### src/rtl/cg_shot_log.sv
// Passive coilgun shot recorder: measures trigger-to-fire delay and coil on-time per shot,
// classifies the end cause and queues one record per shot in a first-word-fall-through FIFO.
module cg_shot_log #(
    parameter int unsigned     P_W       = 24,
    parameter int unsigned     P_DEPTH   = 4,
    parameter logic [P_W-1:0]  P_TIMEOUT = {P_W{1'b1}}
) (
    input  logic           clk,
    input  logic           I_RST,
    input  logic           I_TRIG,
    input  logic           I_GATE,
    input  logic           I_EXT,
    input  logic           I_RD,
    output logic           O_VLD,
    output logic [P_W-1:0] O_DLY,
    output logic [P_W-1:0] O_ON,
    output logic [1:0]     O_CAUSE,
    output logic           O_FULL,
    output logic           O_OVF,
    output logic           O_BUSY
);

    localparam int unsigned AW = $clog2(P_DEPTH);
    localparam int unsigned RW = 2 * P_W + 2;

    localparam logic [1:0] ST_IDLE   = 2'd0;
    localparam logic [1:0] ST_ARMED  = 2'd1;
    localparam logic [1:0] ST_FIRING = 2'd2;

    localparam logic [1:0] CAUSE_LIMIT   = 2'd0;
    localparam logic [1:0] CAUSE_GATE    = 2'd1;
    localparam logic [1:0] CAUSE_TIMEOUT = 2'd2;

    logic [1:0]     state_q, state_d;
    logic           trig_prev_q, trig_prev_d;
    logic [P_W-1:0] dly_q, dly_d;
    logic [P_W-1:0] on_q, on_d;
    logic           gate_q, gate_d;
    logic           ovf_q, ovf_d;
    logic           full_q, full_d;
    logic [AW:0]    wr_ptr_q, wr_ptr_d;
    logic [AW:0]    rd_ptr_q, rd_ptr_d;
    logic [RW-1:0]  mem_q [P_DEPTH];

    logic           trig_edge;
    logic [P_W-1:0] dly_inc;
    logic [P_W-1:0] on_inc;
    logic           push;
    logic [RW-1:0]  rec;
    logic           vld;
    logic           pop;
    logic           wr_en;
    logic [RW-1:0]  head;

    assign trig_edge = I_TRIG & ~trig_prev_q;
    assign dly_inc   = (dly_q == {P_W{1'b1}}) ? dly_q : dly_q + P_W'(1);
    assign on_inc    = (on_q == {P_W{1'b1}}) ? on_q : on_q + P_W'(1);

    // The delay counter also advances on the edge that first sees I_EXT high, so the
    // recorded delay counts edges from the trigger sample up to and including that one.
    always_comb begin
        state_d     = state_q;
        trig_prev_d = I_TRIG;
        dly_d       = dly_q;
        on_d        = on_q;
        gate_d      = gate_q;
        push        = 1'b0;
        rec         = '0;
        case (state_q)
            ST_IDLE: begin
                if (trig_edge) begin
                    state_d = ST_ARMED;
                    dly_d   = '0;
                    on_d    = '0;
                    gate_d  = 1'b0;
                end
            end
            ST_ARMED: begin
                dly_d = dly_inc;
                if (I_EXT) begin
                    state_d = ST_FIRING;
                    on_d    = P_W'(1);
                end else if (dly_inc == P_TIMEOUT) begin
                    state_d = ST_IDLE;
                    push    = 1'b1;
                    rec     = {P_TIMEOUT, {P_W{1'b0}}, CAUSE_TIMEOUT};
                end
            end
            ST_FIRING: begin
                if (I_EXT) begin
                    on_d = on_inc;
                    if (I_GATE) begin
                        gate_d = 1'b1;
                    end
                end else begin
                    state_d = ST_IDLE;
                    push    = 1'b1;
                    rec     = {dly_q, on_q, (gate_q | I_GATE) ? CAUSE_GATE : CAUSE_LIMIT};
                end
            end
            default: state_d = ST_IDLE;
        endcase
    end

    assign vld   = (wr_ptr_q != rd_ptr_q);
    assign pop   = I_RD & vld;
    // When full, a push only lands if the head slot is being freed on the same edge.
    assign wr_en = push & (~full_q | pop);
    assign head  = mem_q[rd_ptr_q[AW-1:0]];

    always_comb begin
        wr_ptr_d = wr_ptr_q + (AW + 1)'(wr_en);
        rd_ptr_d = rd_ptr_q + (AW + 1)'(pop);
        full_d   = (wr_ptr_d[AW] != rd_ptr_d[AW]) &&
                   (wr_ptr_d[AW-1:0] == rd_ptr_d[AW-1:0]);
        ovf_d    = ovf_q | (push & full_q & ~pop);
    end

    always_ff @(posedge clk or posedge I_RST) begin
        if (I_RST) begin
            state_q     <= ST_IDLE;
            trig_prev_q <= 1'b1;
            dly_q       <= '0;
            on_q        <= '0;
            gate_q      <= 1'b0;
            ovf_q       <= 1'b0;
            full_q      <= 1'b0;
            wr_ptr_q    <= '0;
            rd_ptr_q    <= '0;
        end else begin
            state_q     <= state_d;
            trig_prev_q <= trig_prev_d;
            dly_q       <= dly_d;
            on_q        <= on_d;
            gate_q      <= gate_d;
            ovf_q       <= ovf_d;
            full_q      <= full_d;
            wr_ptr_q    <= wr_ptr_d;
            rd_ptr_q    <= rd_ptr_d;
        end
    end

    always_ff @(posedge clk or posedge I_RST) begin
        if (I_RST) begin
            for (int i = 0; i < int'(P_DEPTH); i++) begin
                mem_q[i] <= '0;
            end
        end else if (wr_en) begin
            mem_q[wr_ptr_q[AW-1:0]] <= rec;
        end
    end

    assign O_VLD   = vld;
    assign O_DLY   = vld ? head[RW-1 -: P_W] : '0;
    assign O_ON    = vld ? head[P_W+1 -: P_W] : '0;
    assign O_CAUSE = vld ? head[1:0] : 2'd0;
    assign O_FULL  = full_q;
    assign O_OVF   = ovf_q;
    assign O_BUSY  = (state_q != ST_IDLE);

endmodule

### config.mk
export PLATFORM = sky130hd
export DESIGN_NAME = cg_shot_log
export DESIGN_NICKNAME = d
export VERILOG_FILES = /design/src/rtl/cg_shot_log.sv
export SDC_FILE = /design/constraint.sdc
export NUM_CORES = 1
export LEC_CHECK = 0
export CORE_MARGIN = 5
export CORE_UTILIZATION = 45
export DETAILED_ROUTE_END_ITERATION = 10
export DONT_BUFFER_PORTS = 1
export PLACE_DENSITY = 0.67
export SYNTH_ARGS = -nofsm -noshare
export SYNTH_HDL_FRONTEND = slang
export SYNTH_SLANG_ARGS = --single-unit
### constraint.sdc
create_clock -name clk -period 8.4 [get_ports clk]
set_input_delay 0 -clock clk [delete_from_list [all_inputs] [get_ports clk]]
set_output_delay 0 -clock clk [all_outputs]
set_load 0.02 [all_outputs]
==> After elaboration in Yosys (flattened, before gate mapping) <==
Index checks and enable logic that the tools add are counted.
{ "totals": {"reg_bits": 260, "in_bits": 6, "out_inout_bits": 54, "wordCells": 93} }
{ "classes": {"add_sub_neg": 4, "n_lt_le_gt_ge": 3, "eq_ne": 15, "muxes": 34, "n_bitwise": 13, "reduce_logical": 11} }
{ "op_table": {"columns": ["op", "count"], "rows": [
  ["2-to-1 mux 50 bit", 6],
  ["bitwise mux 200 bit", 1],
  ["2-to-1 mux 24 bit", 7],
  ["binary-select mux 50 bit (select 2 bit)", 1],
  ["demux 50 bit (select 2 bit)", 1],
  ["one-hot mux 50 bit (2 select lines)", 1],
  ["equality test 24 bit (second input constant)", 3],
  ["one-hot mux 24 bit (3 select lines)", 1],
  ["adder 24 x 1 -> 24 bit (second input constant)", 2],
  ["one-hot mux 24 bit (2 select lines)", 1],
  ["inequality test 2 bit (second input constant)", 6],
  ["2-to-1 mux 2 bit", 5],
  ["2-to-1 mux 1 bit", 7],
  ["adder 3 x 1 -> 3 bit", 2],
  [">= comparator 3 bit (second input constant)", 2],
  ["NOT 2 -> 3 bit", 2],
  ["one-hot mux 2 bit (3 select lines)", 1],
  ["nonzero test 2 bit", 3],
  ["bitwise AND 1 bit", 5],
  ["AND reduction 5 bit", 1],
  ["one-hot mux 1 bit (2 select lines)", 2],
  ["AND reduction 4 bit", 1],
  ["less-than comparator 3 x 1 -> 1 bit (second input constant)", 1],
  ["inequality test 3 bit", 1],
  ["12 further kinds", 17]
]} }

==> Depth between registers and ports, before layout <==
{ "depth": {"depth_word": 10, "mapped_depth": 15, "depth_no_buf": 13} }

==> Worst setup path after synthesis <==
No wires, ideal clock.
{ "synth_timing": {"path_type": "register -> register", "startpoint": "register dly_q[0]", "endpoint": "register full_q (netlist: O_FULL)", "setup_ns": 0.088, "t_arrival_ns": 3.209, "required_ns": 8.312, "slack_ns": 5.103, "path_stages_with_launch": 15, "n_path_buf": 1, "synth_period_minus_slack_ns": 3.297, "path_cell_list": "dfrtp_1 > ha_1 > nand3_2 > nor3_4 > a21oi_1 > a221oi_1 > nand4b_1 > or4_1 > buf_4 > nand2_1 > ha_1 > ha_1 > xnor2_1 > nand2_1 > nor3b_1"} }
{ "synth_between": {"elab_chain_cells": 10, "elab_cells_between_ends": 12, "classes_between": "add/sub (2); eq/ne (4); mux (4); bitwise (1); reduce/logical (1)"} }
{ "synth_lines": {"columns": ["element", "line", "text"], "rows": [
  ["from (decl)", "36", "logic [P_W-1:0] dly_q, dly_d;"],
  ["from (signal assigned)", "133", "dly_q <= dly_d;"],
  ["adder 24 x 1 -> 24 bit or equality test 24 bit (tied branches)", "56", "assign dly_inc = (dly_q == {P_W{1'b1}}) ? dly_q : dly_q + P_W'(1);"],
  ["2-to-1 mux 24 bit (*)", "56", null],
  ["equality test 24 bit (*)", "83", "end else if (dly_inc == P_TIMEOUT) begin"],
  ["2-to-1 mux 1 bit (*)", "83", null],
  ["2-to-1 mux 1 bit (*)", "80", "if (I_EXT) begin"],
  ["one-hot mux 1 bit (2 select lines) (*)", "69", "case (state_q)"],
  ["bitwise AND 1 bit (*)", "108", "assign wr_en = push & (~full_q | pop);"],
  ["adder 3 x 1 -> 3 bit (*)", "112", "wr_ptr_d = wr_ptr_q + (AW + 1)'(wr_en);"],
  ["via wr_ptr_d[1]", "41", "logic [AW:0] wr_ptr_q, wr_ptr_d;"],
  ["equality test 2 bit (*)", "115", "(wr_ptr_d[AW-1:0] == rd_ptr_d[AW-1:0]);"],
  ["logical AND 1 bit (*)", "114", "full_d = (wr_ptr_d[AW] != rd_ptr_d[AW]) &&"],
  ["via full_d", "40", "logic full_q, full_d;"],
  ["to (signal assigned)", "137", "full_q <= full_d;"],
  ["to (decl)", "40", null]
]} }
The timed path passes the listed nets; every way through them passes the cells marked *.
A chain may end at the register's enable or synchronous reset.

==> Worst setup path in the final report <==
{ "layout_timing": {"startpoint": "register dly_q[1]", "endpoint": "register mem_q[142] in the netlist's numbering"} }
{ "layout_between": {"elab_chain_cells": 7, "elab_cells_between_ends": 12, "classes_between": "add/sub (1); eq/ne (2); mux (8); bitwise (1)"} }
{ "layout_lines": {"columns": ["element", "line", "text"], "rows": [
  ["adder 24 x 1 -> 24 bit or equality test 24 bit (tied branches)", "56", null],
  ["2-to-1 mux 24 bit (*)", "56", null],
  ["equality test 24 bit (*)", "83", null],
  ["2-to-1 mux 50 bit or 2-to-1 mux 1 bit (tied branches)", "83", null],
  ["2-to-1 mux 50 bit or 2-to-1 mux 1 bit (tied branches)", "80", null],
  ["one-hot mux 50 bit (2 select lines) or one-hot mux 1 bit (2 select lines) (tied branches)", "69", null],
  ["bitwise mux 200 bit or bitwise AND 1 bit (tied branches)", "149, 108", null],
  ["to (signal, indexed assignment)", "149", "mem_q[wr_ptr_q[AW-1:0]] <= rec;"],
  ["to (decl)", "43", "logic [RW-1:0] mem_q [P_DEPTH];"]
]} }
Mark *: on every way between the ends. The rest lies on a longest branch, timed or not.

==> metrics <==
clock latency on the worst-skew pair=~540 ps; routed len/inst=22.2 µm; Post-CTS Resized=0; period utilization=53.2%; Design Area, Final=0.0136 mm²; # clock sinks=260; number of max-cap violations=0; largest net degree at the start of global routing=109; cells after synthesis=1046; Remaining Overflow, GRT=0; Yosys cell types=65; CP Capture Type=flop; WP buf/inv=0; PwrDens=296 mW/mm²; Pleak=0.00593 µW; Post-DP HPWL=18.7 mm; Critical path origin=dly_q[1]; final hold vios=0; kind of critical path=reg -> reg; worst slew pin tran=1150 ps; clk slew on worst S/H paths=60 ps; Synth Register Bits=260; R2R cell count=9; fin worst setup slack=3930 ps; fmax=224 MHz; worst vdd ir=0.243 mV; DR iter-0 viols=754; root buffer cell=clkbuf_16; Crit path max-delay family=simple AND/OR/NAND/NOR gates; Min Hold Slack=31.1 ps; total number of vias=~8600; worst clock skew=16.8 ps; Final Setup Violations=0; CTS Buf Count=28; crit-path cells=ha_1, nand3_2, nor3_4, a21oi_1, a221oi_1, nand4b_1, or4_1, a21oi_4, mux2_2; final core utilization=49.3%; pre-CTS WS=4040 ps; Hold Crit Start=I_TRIG; number of remaining DRC errors=0; Async S/R FF share, synth=100%; Critical R2R Capture=mem_q[142]; vias per cell=between 6 and 7; crit path time final=4470 ps; RSZ-0062 raised after global routing=no; Worst path slowest cell=a21oi_4; Core Rows=61; hold endpoint=trig_prev_q; Core Region=approximately 0.028 mm²; sequential share of the synthesized area=52.1%; Area Overhead vs Synth=9.08%; status=finished clean; reg2reg setup slack=3930 ps; Post-synth EDFFs=0; Initial Utilization=45.2%; post-synth top area cell=dfrtp_1; YS warnings=0; Mapped Avg Cell Area=11.9 µm²; Worst Hold Class=in -> reg; worst reg2reg startpoint=dly_q[1]; top-count cell post-synth=dfrtp_1; largest fanout on the critical path=23; TritonCTS clock tree=done; Synth Cell Area=roughly 0.012 mm²; Largest stage delay, worst path=810 ps; Post-CTS Hold Fix Bufs=5; Final nets=1008; most frequent cells after synthesis=dfrtp_1, a22o_1, clkbuf_1, o21ai_0, nand2_1; Worst EP arrival=between 4000 and 5000 ps; RD Place Congestion=0.889; Max Buffers Root-to-Sink=3; die span in x=177 µm; WL final=30.8 mm; area post-placement=0.0127 mm²; vias in the first global route=approximately 8600; Hold Crit Depth=1; Port Buffers=0; top_reg_cell synth=dfrtp_1; # IOs=60; Max-Slew Margin vs Limit=23.1%; All-Layer GR Usage=between 10% and 20%; synth top area cells=dfrtp_1, mux4_2, a22o_1, o22a_1, o21ai_0; first-pass GRT wire length=50.3 mm; Chip Height=177 µm; die area=0.0312 mm²; 1st-pass router iterations=6; Req. time, crit path=8810 ps; Detail Route Antenna Nets=0; initial antenna violation count=0; Slew Viols, Final=0; share of layout cells above drive strength 1=14.9%; Antenna Cells=0; share of the synthesized area in the top cell type=about half; setup TNS=0 ps; syn_nets=1061; H-tree depth=1; # Post-CTS Setup Buffers=0; crit path launch type=flop
## area by class of cell
cell class	instances	area, µm²
fill	2459	14000
sequential	260	6510
multi-input combinational	670	5530
clock buffer	45	856
tap	378	473
timing repair buffer	20	163
inverter	13	56.3
clock inverter	4	48.8
## worst register-to-register path, stage by stage (launching register included)
cell	delay [ps]
dfrtp_1	530
ha_1	360
nand3_2	260
nor3_4	470
a21oi_1	160
a221oi_1	340
nand4b_1	220
or4_1	780
a21oi_4	810
mux2_2	430
## registers in the layout, summed over array words and instances (netlist names)
name,count
O_FULL,1
mem_q,200
rd_ptr_q,3
dly_q,24
on_q,24
O_OVF,1
wr_ptr_q,3
state_q,2
gate_q,1
trig_prev_q,1
## placed cells by master (no fill, tap or decap), drive strengths merged, types with 6 or more instances in the layout
master	count
and2	54
nand2	64
xnor2	8
a22o	100
and3	6
a31oi	15
clkbuf	45
mux2	37
nand3	17
mux4	50
o21ai	72
a21oi	26
buf	15
ha	9
o22a	59
nor2	41
nor2b	10
nand4	18
dfrtp	259
inv	14
nor3	10
o31ai	8
## report_power, final
| part | internal (µW) | switching [µW] |
|---|---|---|
| registers | 1460 | 170 |
| logic | 507 | 673 |
| clock network | 722 | 494 |
| total | 2690 | 1340 |
## metrics by stage
step	cells	power [µW]
6_report	1390	4030
5_1_grt	1390	4240
4_1_cts	1390	4070
3_5_place_dp	1336	2850
3_3_place_gp	1336	2830
2_1_floorplan	1046	2570
## worst max-delay path by stage
stage                            end  slack (ps)  cells past startpoint
final                     mem_q[142]        3930                      9
after global routing      mem_q[142]        3730                      9
after floorplan               O_FULL        1250                      1
after detailed placement  mem_q[142]        4040                      9
after CTS                 mem_q[142]        4020                      9
after global placement    mem_q[147]        4130                      9
## per-layer routing
metal	track usage, %	vias to the layer above	routed length (µm)
met5	0	-	0
met4	4.42	0	615
met3	2.88	50	1750
met2	32.2	270	14900
met1	29.0	4494	13600
li1	-	3820	-
## logic make-up after synthesis
group | Yosys count | share of synthesized area (%)
simple gates | 252 | 11.1
compound gates | 310 | 18.6
flops | 260 | 52.1
xor+xnor | 10 | 0.701
buf+inv | 116 | 3.96
fa+ha+maj | 9 | 0.901
mux | 89 | 12.7
Power figures use the tool's default switching activity.
